==> src/rtl/heap_sched_pkg.sv <==
// ============================================================================
//  Module      : heap_sched_pkg
//  Description : Shared PDES definitions: heap op encoding and event/core sizes.
//  Revision    : 1.0 - initial release
// ============================================================================
`default_nettype none

package heap_sched_pkg;

    localparam int c_EVENT_WIDTH = 32;
    localparam int c_N_CORES     = 4;
    localparam int c_CORE_BITS   = 2;

    // OP_ENQ_DEQ exists in the heap interface but the scheduler never issues it
    typedef enum logic [1:0] {
        OP_NOP     = 2'd0,
        OP_ENQ     = 2'd1,
        OP_DEQ     = 2'd2,
        OP_ENQ_DEQ = 2'd3
    } heap_op_e;

endpackage

`default_nettype wire

==> src/rtl/heap_sched_rr_arbiter.sv <==
// ============================================================================
//  Module      : heap_sched_rr_arbiter
//  Description : Round-robin arbiter; pointer moves past the winner on advance.
//  Revision    : 1.0 - initial release
// ============================================================================
`default_nettype none

module heap_sched_rr_arbiter #(
    parameter int N        = 4,
    parameter int IDX_BITS = 2
) (
    input  logic                clk,
    input  logic                rst_n,
    input  logic [N-1:0]        req,
    input  logic                advance,
    output logic [N-1:0]        grant,
    output logic [IDX_BITS-1:0] grant_idx,
    output logic                grant_valid
);

    logic [IDX_BITS-1:0] r_ptr;
    logic [IDX_BITS-1:0] w_idx;
    int                  w_sum;

    // First requester at or after the pointer, wrapping around
    always_comb begin
        grant       = '0;
        grant_idx   = '0;
        grant_valid = 1'b0;
        w_idx       = '0;
        w_sum       = 0;
        for (int k = 0; k < N; k++) begin
            w_sum = int'(r_ptr) + k;
            if (w_sum >= N) begin
                w_sum = w_sum - N;
            end
            w_idx = IDX_BITS'(w_sum);
            if (!grant_valid && req[w_idx]) begin
                grant_valid  = 1'b1;
                grant_idx    = w_idx;
                grant[w_idx] = 1'b1;
            end
        end
    end

    always_ff @(posedge clk or negedge rst_n) begin
        if (!rst_n) begin
            r_ptr <= '0;
        end else if (advance) begin
            r_ptr <= (grant_idx == IDX_BITS'(N - 1)) ? '0 : grant_idx + 1'b1;
        end
    end

endmodule

`default_nettype wire

==> src/rtl/heap_sched.sv <==
// ============================================================================
//  Module      : heap_sched
//  Description : Shares one pipelined min-heap among N_CORES cores, one op per window.
//  Revision    : 1.0 - initial release
// ============================================================================
`default_nettype none

module heap_sched
    import heap_sched_pkg::*;
#(
    parameter int WIDTH     = c_EVENT_WIDTH,
    parameter int N_CORES   = c_N_CORES,
    parameter int CORE_BITS = c_CORE_BITS,
    parameter int OP_GAP    = 2
) (
    input  logic                     clk,
    input  logic                     rst_n,
    input  logic [N_CORES-1:0]       enq_req,
    input  logic [N_CORES*WIDTH-1:0] enq_data,
    output logic [N_CORES-1:0]       enq_ack,
    input  logic [N_CORES-1:0]       deq_req,
    output logic [N_CORES-1:0]       deq_ack,
    output logic [WIDTH-1:0]         deq_data,
    output logic [CORE_BITS-1:0]     deq_core,
    output logic                     heap_enq,
    output logic                     heap_deq,
    output logic [WIDTH-1:0]         heap_inp_data,
    input  logic [WIDTH-1:0]         heap_out_data,
    input  logic                     heap_full,
    input  logic                     heap_empty,
    output logic                     busy
);

    localparam int c_GAP_BITS = 3;

    logic [N_CORES-1:0]   w_enq_elig;
    logic [N_CORES-1:0]   w_deq_elig;
    logic [N_CORES-1:0]   w_elig;
    logic [N_CORES-1:0]   w_grant;
    logic [CORE_BITS-1:0] w_grant_idx;
    logic                 w_grant_valid;
    logic                 w_grant_enq;
    logic                 w_issue;
    logic [WIDTH-1:0]     w_enq_word [N_CORES];

    logic [c_GAP_BITS-1:0] r_gap;
    heap_op_e              r_op;
    logic [CORE_BITS-1:0]  r_op_core;

    for (genvar gi = 0; gi < N_CORES; gi++) begin : g_slice
        assign w_enq_word[gi] = enq_data[gi*WIDTH +: WIDTH];
    end

    // A core holding both requests is only eligible for its enqueue
    assign w_enq_elig = enq_req & {N_CORES{~heap_full}};
    assign w_deq_elig = deq_req & ~enq_req & {N_CORES{~heap_empty}};
    assign w_elig     = w_enq_elig | w_deq_elig;

    assign w_issue     = (r_gap == '0) && w_grant_valid;
    assign w_grant_enq = |(w_grant & w_enq_elig);
    assign busy        = (|enq_req) | (|deq_req) | (r_gap != '0);

    heap_sched_rr_arbiter #(
        .N        (N_CORES),
        .IDX_BITS (CORE_BITS)
    ) u_arb (
        .clk         (clk),
        .rst_n       (rst_n),
        .req         (w_elig),
        .advance     (w_issue),
        .grant       (w_grant),
        .grant_idx   (w_grant_idx),
        .grant_valid (w_grant_valid)
    );

    always_ff @(posedge clk or negedge rst_n) begin
        if (!rst_n) begin
            heap_enq      <= 1'b0;
            heap_deq      <= 1'b0;
            heap_inp_data <= '0;
            enq_ack       <= '0;
            deq_ack       <= '0;
            deq_data      <= '0;
            deq_core      <= '0;
            r_gap         <= '0;
            r_op          <= OP_NOP;
            r_op_core     <= '0;
        end else begin
            heap_enq <= 1'b0;
            heap_deq <= 1'b0;
            enq_ack  <= '0;
            deq_ack  <= '0;
            r_op     <= OP_NOP;

            // The root still held the minimum during the strobe cycle
            case (r_op)
                OP_ENQ: enq_ack[r_op_core] <= 1'b1;
                OP_DEQ: begin
                    deq_ack[r_op_core] <= 1'b1;
                    deq_data           <= heap_out_data;
                    deq_core           <= r_op_core;
                end
                default: ;
            endcase

            if (w_issue) begin
                r_gap     <= c_GAP_BITS'(OP_GAP - 1);
                r_op_core <= w_grant_idx;
                if (w_grant_enq) begin
                    heap_enq      <= 1'b1;
                    heap_inp_data <= w_enq_word[w_grant_idx];
                    r_op          <= OP_ENQ;
                end else begin
                    heap_deq <= 1'b1;
                    r_op     <= OP_DEQ;
                end
            end else if (r_gap != '0) begin
                r_gap <= r_gap - 1'b1;
            end
        end
    end

endmodule

`default_nettype wire

==> config.mk <==
export PLATFORM = sky130hd
export DESIGN_NAME = heap_sched
export DESIGN_NICKNAME = d
export VERILOG_FILES = /design/src/rtl/heap_sched_pkg.sv /design/src/rtl/heap_sched_rr_arbiter.sv /design/src/rtl/heap_sched.sv
export SDC_FILE = /design/constraint.sdc
export NUM_CORES = 1
export LEC_CHECK = 0
export BUFFER_PORTS_ARGS = -buffer_cell sky130_fd_sc_hd__buf_2
export CAP_MARGIN = 5
export CORE_AREA = 4 4 196 103
export CTS_CLUSTER_DIAMETER = 60
export DETAILED_ROUTE_END_ITERATION = 8
export DIE_AREA = 0 0 200 107
export GPL_ROUTABILITY_DRIVEN = 0
export MAX_ROUTING_LAYER = met4
export PLACE_DENSITY = 0.7
export SYNTH_ARGS = -nofsm -noshare
export SYNTH_HDL_FRONTEND = slang
export SYNTH_SLANG_ARGS = --single-unit
==> constraint.sdc <==
create_clock -name clk -period 4.6 [get_ports clk]
set_clock_uncertainty 0.1 [all_clocks]
set_input_delay 0.69 -clock clk [delete_from_list [all_inputs] [get_ports clk]]
set_output_delay 0.69 -clock clk [all_outputs]
set_load 0.005 [all_outputs]
Word-level counts from Yosys, hierarchy flattened:

Index checks and enable logic that the tools add are counted.

* $add $sub $neg: 9
* order comparisons: 15
* equality and inequality tests: 3
* mux-type cells: 48
* bitwise operators: 14
* reductions and logical operators: 19

Operator list (count)
* $bmux 32 s2: 1
* $mux 32: 2
* $mux 4: 6
* $mux 2: 11
* $mux 1: 17
* $and 4x4->4: 4
* $or 4x4->4: 4
* $lt 2x3->1 const B: 5
* $ge 3x3->1 const B: 4
* $reduce_or 4->1: 3
* $demux 1 s2: 5
* $ge 2x1->1 const B: 5
* $logic_and 1x1->1: 9
* $bmux 1 s2: 4
* $sub 2x1->2 const B: 4
* $add 2x2->3 const B: 2
* $mux 3: 2
* $eq 2x2->1 const B: 2
* $not 4->4: 1
* $add 2x1->3 const B: 1
* $ge 2x3->1 const B: 1
* $logic_not 1->1: 3
* $logic_not 3->1: 1
* $not 2->3: 1
* other kinds (8): 10

* register bits after elaboration: 85
* input bits: 172

Longest topological paths before layout:

* depth in word-level cells: 20
* gate-level depth with buffers: 13

By module:

Synthesis repeated with hierarchy kept, for this count alone.

* cells, all modules: 303
* area, all modules: 4430.5 um2

Modules (own cells, without submodules)
* heap_sched: instances 1, cells each 245, area each 3905.0 um2, sequential area each 2026.9 um2
* heap_sched_rr_arbiter: instances 1, cells each 58, area each 525.5 um2, sequential area each 50.0 um2

Least setup slack after synthesis:

Ideal clock, no wire load.

* path kind: register to register
* start point: register u_arb.r_ptr[0]
* end point: register u_arb.r_ptr[1]
* setup time: 0.125 ns
* data arrival time: 3.185 ns
* required time: 4.375 ns
* path slack: 1.190 ns
* stages on the path, launching flop included: 13
* path buffers: 3
* period minus slack after synthesis: 3.410 ns
* cell sequence: dfrtp_1 inv_1 ha_1 clkbuf_1 nor4_1 nor4_4 a21o_1 nand2_1 clkbuf_1 buf_2 o21ai_0 ha_1 mux2_2

* word-level cells in the longest chain between the ends: 16

Ends and longest elaborated chain
* start, declared: line heap_sched_rr_arbiter.sv:21 `logic [IDX_BITS-1:0] r_ptr;`
* start signal, assigned: line heap_sched_rr_arbiter.sv:50 `r_ptr <= (grant_idx == IDX_BITS'(N - 1)) ? '0 : grant_idx + 1'b1;`
* parallel branches: the longest is 13 deep, another holds $add 2x1->3
* $mux 2 (*): line heap_sched_rr_arbiter.sv:38 `if (!grant_valid && req[w_idx]) begin`
* named net u_arb.grant_idx[0]: line heap_sched_rr_arbiter.sv:17 `output logic [IDX_BITS-1:0] grant_idx,`
* $add 2x1->2 / $eq 2x2->1 (equally long branches): line heap_sched_rr_arbiter.sv:50
* $mux 2 (*): line heap_sched_rr_arbiter.sv:50

Mark *: on every way through the listed nets, which the timed path passes. The select of a mux whose other input is x is not followed.
A chain may end at the register's enable or synchronous reset.

Worst setup path in the final report:

* start point: register u_arb.r_ptr[0]
* end point: register heap_inp_data[1]

* word-level cells in the longest chain between the ends: 18

Ends and longest elaborated chain
* parallel branches: the longest is 18 deep, another holds $add 2x1->3
* end signal, assigned: line heap_sched.sv:111 `heap_inp_data <= w_enq_word[w_grant_idx];`
* end, declared: line heap_sched.sv:27 `output logic [WIDTH-1:0] heap_inp_data,`

Parallel ways; which one is timed is not known. The select of a mux whose other input is x is not followed.

==> Implementation_results.wiki <==
{| class="wikitable"
! Metric !! Value
|-
| Result of the run || complete, no violations
|-
| IR Drop Worst-Case VDD || 0.4314 mV
|-
| Highest attainable clock frequency || 239.2 MHz
|-
| Static Leak || 4.012 nW
|-
| Share of the synthesized area in compound gates (AO/OA/AOI/OAI) || 0.2848
|-
| DRC violations left || 0
|-
| Number of levels the H-tree was split into || 3
|-
| Mapped Cells || 716
|-
| Nets || 1103
|-
| Setup CP Type || reg2reg
|-
| Largest buffer count on any clock path || 2
|-
| WL final || 21.53 mm
|-
| # IOs || 249
|-
| Mapped cell area || 6384 µm²
|-
| Global routing's busiest layer || met2
|-
| Proportion of layout cells with a drive suffix above 1 || 0.3600
|-
| Hpwl dp || 14.99 mm
|-
| Sequential area share after synthesis || 0.3254
|-
| Die ar. || 21400 µm²
|-
| WP data required || 4.72 ns
|-
| Clock transition at path regs || 0.07 ns
|-
| Initial Utilization || 0.3496
|-
| Clk Latency, worst-skew pair || 0.34 ns
|-
| CP Max Fanout || 38
|-
| Delay contributed by the slowest stage of the critical path || 0.48 ns
|-
| Via count of the first global-routing pass || 6383
|-
| Detailed-route via count || 6721
|-
| Post-synthesis mux area share || 0.1307
|-
| Number of maximum-capacitance violations || 0
|-
| Type of the worst min-delay path || in2async
|-
| Net Count, Synth || 899
|-
| Die height || 107 µm
|-
| Yosys warnings || 0
|-
| End of the worst register-to-register path || heap_inp_data[1]
|-
| Antenna violation net count after detailed routing || 0
|-
| Max Transition Viols Final || 0
|-
| Setup repair after global routing missed its margin || false
|-
| Number of hold-repair buffers added at the cts stage || 0
|-
| Cell occurring most often along the worst timing path || sky130_fd_sc_hd__buf_4
|-
| Final period util || 0.9087
|-
| Number of diodes || 0
|-
| Area of all placed cells without fillers || 8087 µm²
|-
| Largest delay share family, worst path || buffers and inverters
|-
| Share of synthesized cell area in full adder, half adder and majority cells || 0.02156
|-
| Layout-stage area growth over the synthesis result || 26.68%
|-
| Logic depth of the worst register-to-register path || 14
|-
| DIE WIDTH || 200 µm
|-
| Most used flip-flop cell after synthesis || sky130_fd_sc_hd__dfrtp_1
|-
| Resize count post-CTS || 0
|-
| Critical path endpoint category || register
|-
| Clock Root Buffer || sky130_fd_sc_hd__clkbuf_16
|-
| Synthesized area per cell || 8.916 µm²
|-
| Via density || 5.769
|-
| Critical-path cell with the highest stage delay || sky130_fd_sc_hd__dfrtp_2
|-
| Most used cells in the layout excluding fill and tap cells || 247 x sky130_fd_sc_hd__buf_2, 128 x sky130_fd_sc_hd__o221ai_1, 115 x sky130_fd_sc_hd__nand2_1
|-
| Buffers inserted during post-CTS setup optimization || 0
|-
| Final hold violation count || 0
|-
| Slack of the worst reg-to-reg path || 0.42 ns
|-
| Drt first-iter violations || 520
|-
| Worst reg2reg startpoint || u_arb.r_ptr[0]
|-
| Met1 Use GR || 0.2491
|-
| Tightest Pin Transition || 1.042 ns
|-
| Post-layout min period || 4.180 ns
|-
| Cell area after placement || 7790 µm²
|-
| Number of fill cells || 1797
|-
| PD cells || 802.5 nW/µm²
|-
| TritonCTS buffer count || 9
|-
| Routed wirelength normalized by instance count || 18.48 µm
|-
| Met2 capacity usage during global routing || 0.3090
|-
| Number of port buffers || 248
|-
| Global routing usage on met3 || 0.03265
|-
| Largest net degree at the start of global routing || 73
|-
| Synthesis-stage register bit count || 83
|-
| Antenna violations before repair || 0
|-
| Post-Synth XOR/XNOR Area || 0
|-
| Startpoint types || register
|-
| Commonest non-fill, non-tap cell in the layout || sky130_fd_sc_hd__buf_2
|-
| Bufs and invs on worst path || 5
|-
| Number of failing setup endpoints in the final timing report || 0
|-
| Largest family of logic cells by synthesized area || compound AO/OA/AOI/OAI gates
|-
| Crit-path cells || inv_1 > buf_4 > ha_1 > nand2_1 > nor3_1 > nor4_4 > buf_4 > buf_4 > o22a_2 > buf_4 > o211ai_1 > o221ai_1 > mux2i_1 > mux2_1
|-
| Rows || 35
|-
| Area share of and/or/nand/nor cells after synthesis || 0.1348
|-
| Detailed-router iteration count before antenna repair || 6
|-
| Core Region || 18260 µm²
|-
| Final global-route overflow total || 0
|-
| Total negative slack || 0 ns
|-
| Total Routing Usage GR || 0.1924
|-
| CTS tree || done
|-
| Max-slew headroom || 0.3055
|-
| Worst path arrival time || 4.30 ns
|-
| Yosys cell types || 50
|-
| Synth async-reset ratio || 1.000
|-
| Number of enable-type register cells in the synthesized netlist || 0
|-
| Clock net sink count || 83
|-
| Global-route wire length before repair || 33.04 mm
|}
## power by group
part	internal [W]	switching, W	leakage (nW)
clock	0.000382	0.000343	0.139
combinational	0.00185	0.00263	2.85
sequential	0.00107	0.000214	1.02
total	0.00330	0.00318	4.01
## metal layers
| metal | wire length, µm | part of all wire | vias to the layer above |
|---|---|---|---|
| li1 | - | - | 3120 |
| met1 | 9010 | 0.42 | 3188 |
| met2 | 10330 | 0.48 | 358 |
| met3 | 1590 | 0.074 | 55 |
| met4 | 588 | 0.027 | 0 |
| met5 | 0 | 0 | - |
## cells by family after synthesis
logic type               Yosys count
flip-flops                        83
adder cells (fa/ha/maj)           11
buffers and inverters            148
AO/OA/AOI/OAI                    222
AND/OR/NAND/NOR                  185
multiplexers                      67
## flip-flops by register name, indices dropped and copies added (netlist names)
register and cells:
heap_deq 1, heap_enq 1, u_arb.r_ptr 2, enq_ack 4, heap_inp_data 32, deq_data 32, r_gap 3, deq_ack 4
r_op_core 2, deq_core 2
## metrics by stage
step	instances	power, W	worst slack (ns)	utilization	hold WS, ns
floorplan	716	0.004485	1.190	-	0.2944
global placement	1149	0.005643	0.4725	0.4266	0.3519
detailed placement	1149	0.005752	0.4716	0.4266	0.3570
CTS	1165	0.006500	0.4824	0.4428	0.3343
global route	1165	0.006998	0.2233	0.4428	0.3563
finish	1165	0.006490	0.4201	0.4428	0.2963
## cell usage after synthesis, drive strengths merged (3+ instances only)
cell	instances	area [µm²]
o22ai	5	31.28
or2	3	18.77
o221ai	129	1136
nand2	116	435.4
mux2i	32	320.3
nor4	6	52.55
mux2	34	491.7
nand2b	5	31.28
nor2	16	60.06
a21oi	3	15.01
a311oi	3	26.28
inv	72	270.3
o211ai	65	488.0
clkbuf	48	180.2
nor3	8	40.04
o21ai	4	20.02
ha	11	137.6
buf	28	205.2
nand3b	4	42.54
nand3	8	40.04
nor2b	5	31.28
nand4	3	18.77
nor3b	4	30.03
dfrtp	83	2077
## worst max path at each step
stage	slack, ns	start	cells past startpoint	to
6_report	0.42	u_arb.r_ptr[0]	14	heap_inp_data[1]
5_1_grt	0.22	u_arb.r_ptr[0]	14	heap_inp_data[6]
4_1_cts	0.48	u_arb.r_ptr[0]	14	heap_inp_data[1]
3_5_place_dp	0.47	deq_req[0]	10	heap_inp_data[0]
3_3_place_gp	0.47	deq_req[0]	10	heap_inp_data[2]
2_1_floorplan	1.19	u_arb.r_ptr[0]	12	u_arb.r_ptr[1]
## layout make-up
cell class,instances,area [µm²],area share
Inverter,72,270.3,0.03342
Clock buffer,9,225.2,0.02785
Multi-Input combinational cell,485,3715,0.4594
Clock inverter,7,71.32,0.008819
Tap cell,240,300.3,0.03713
Sequential cell,83,2078,0.2570
Timing Repair Buffer,269,1426,0.1764
No activity file was read; power rests on OpenSTA's default activity.
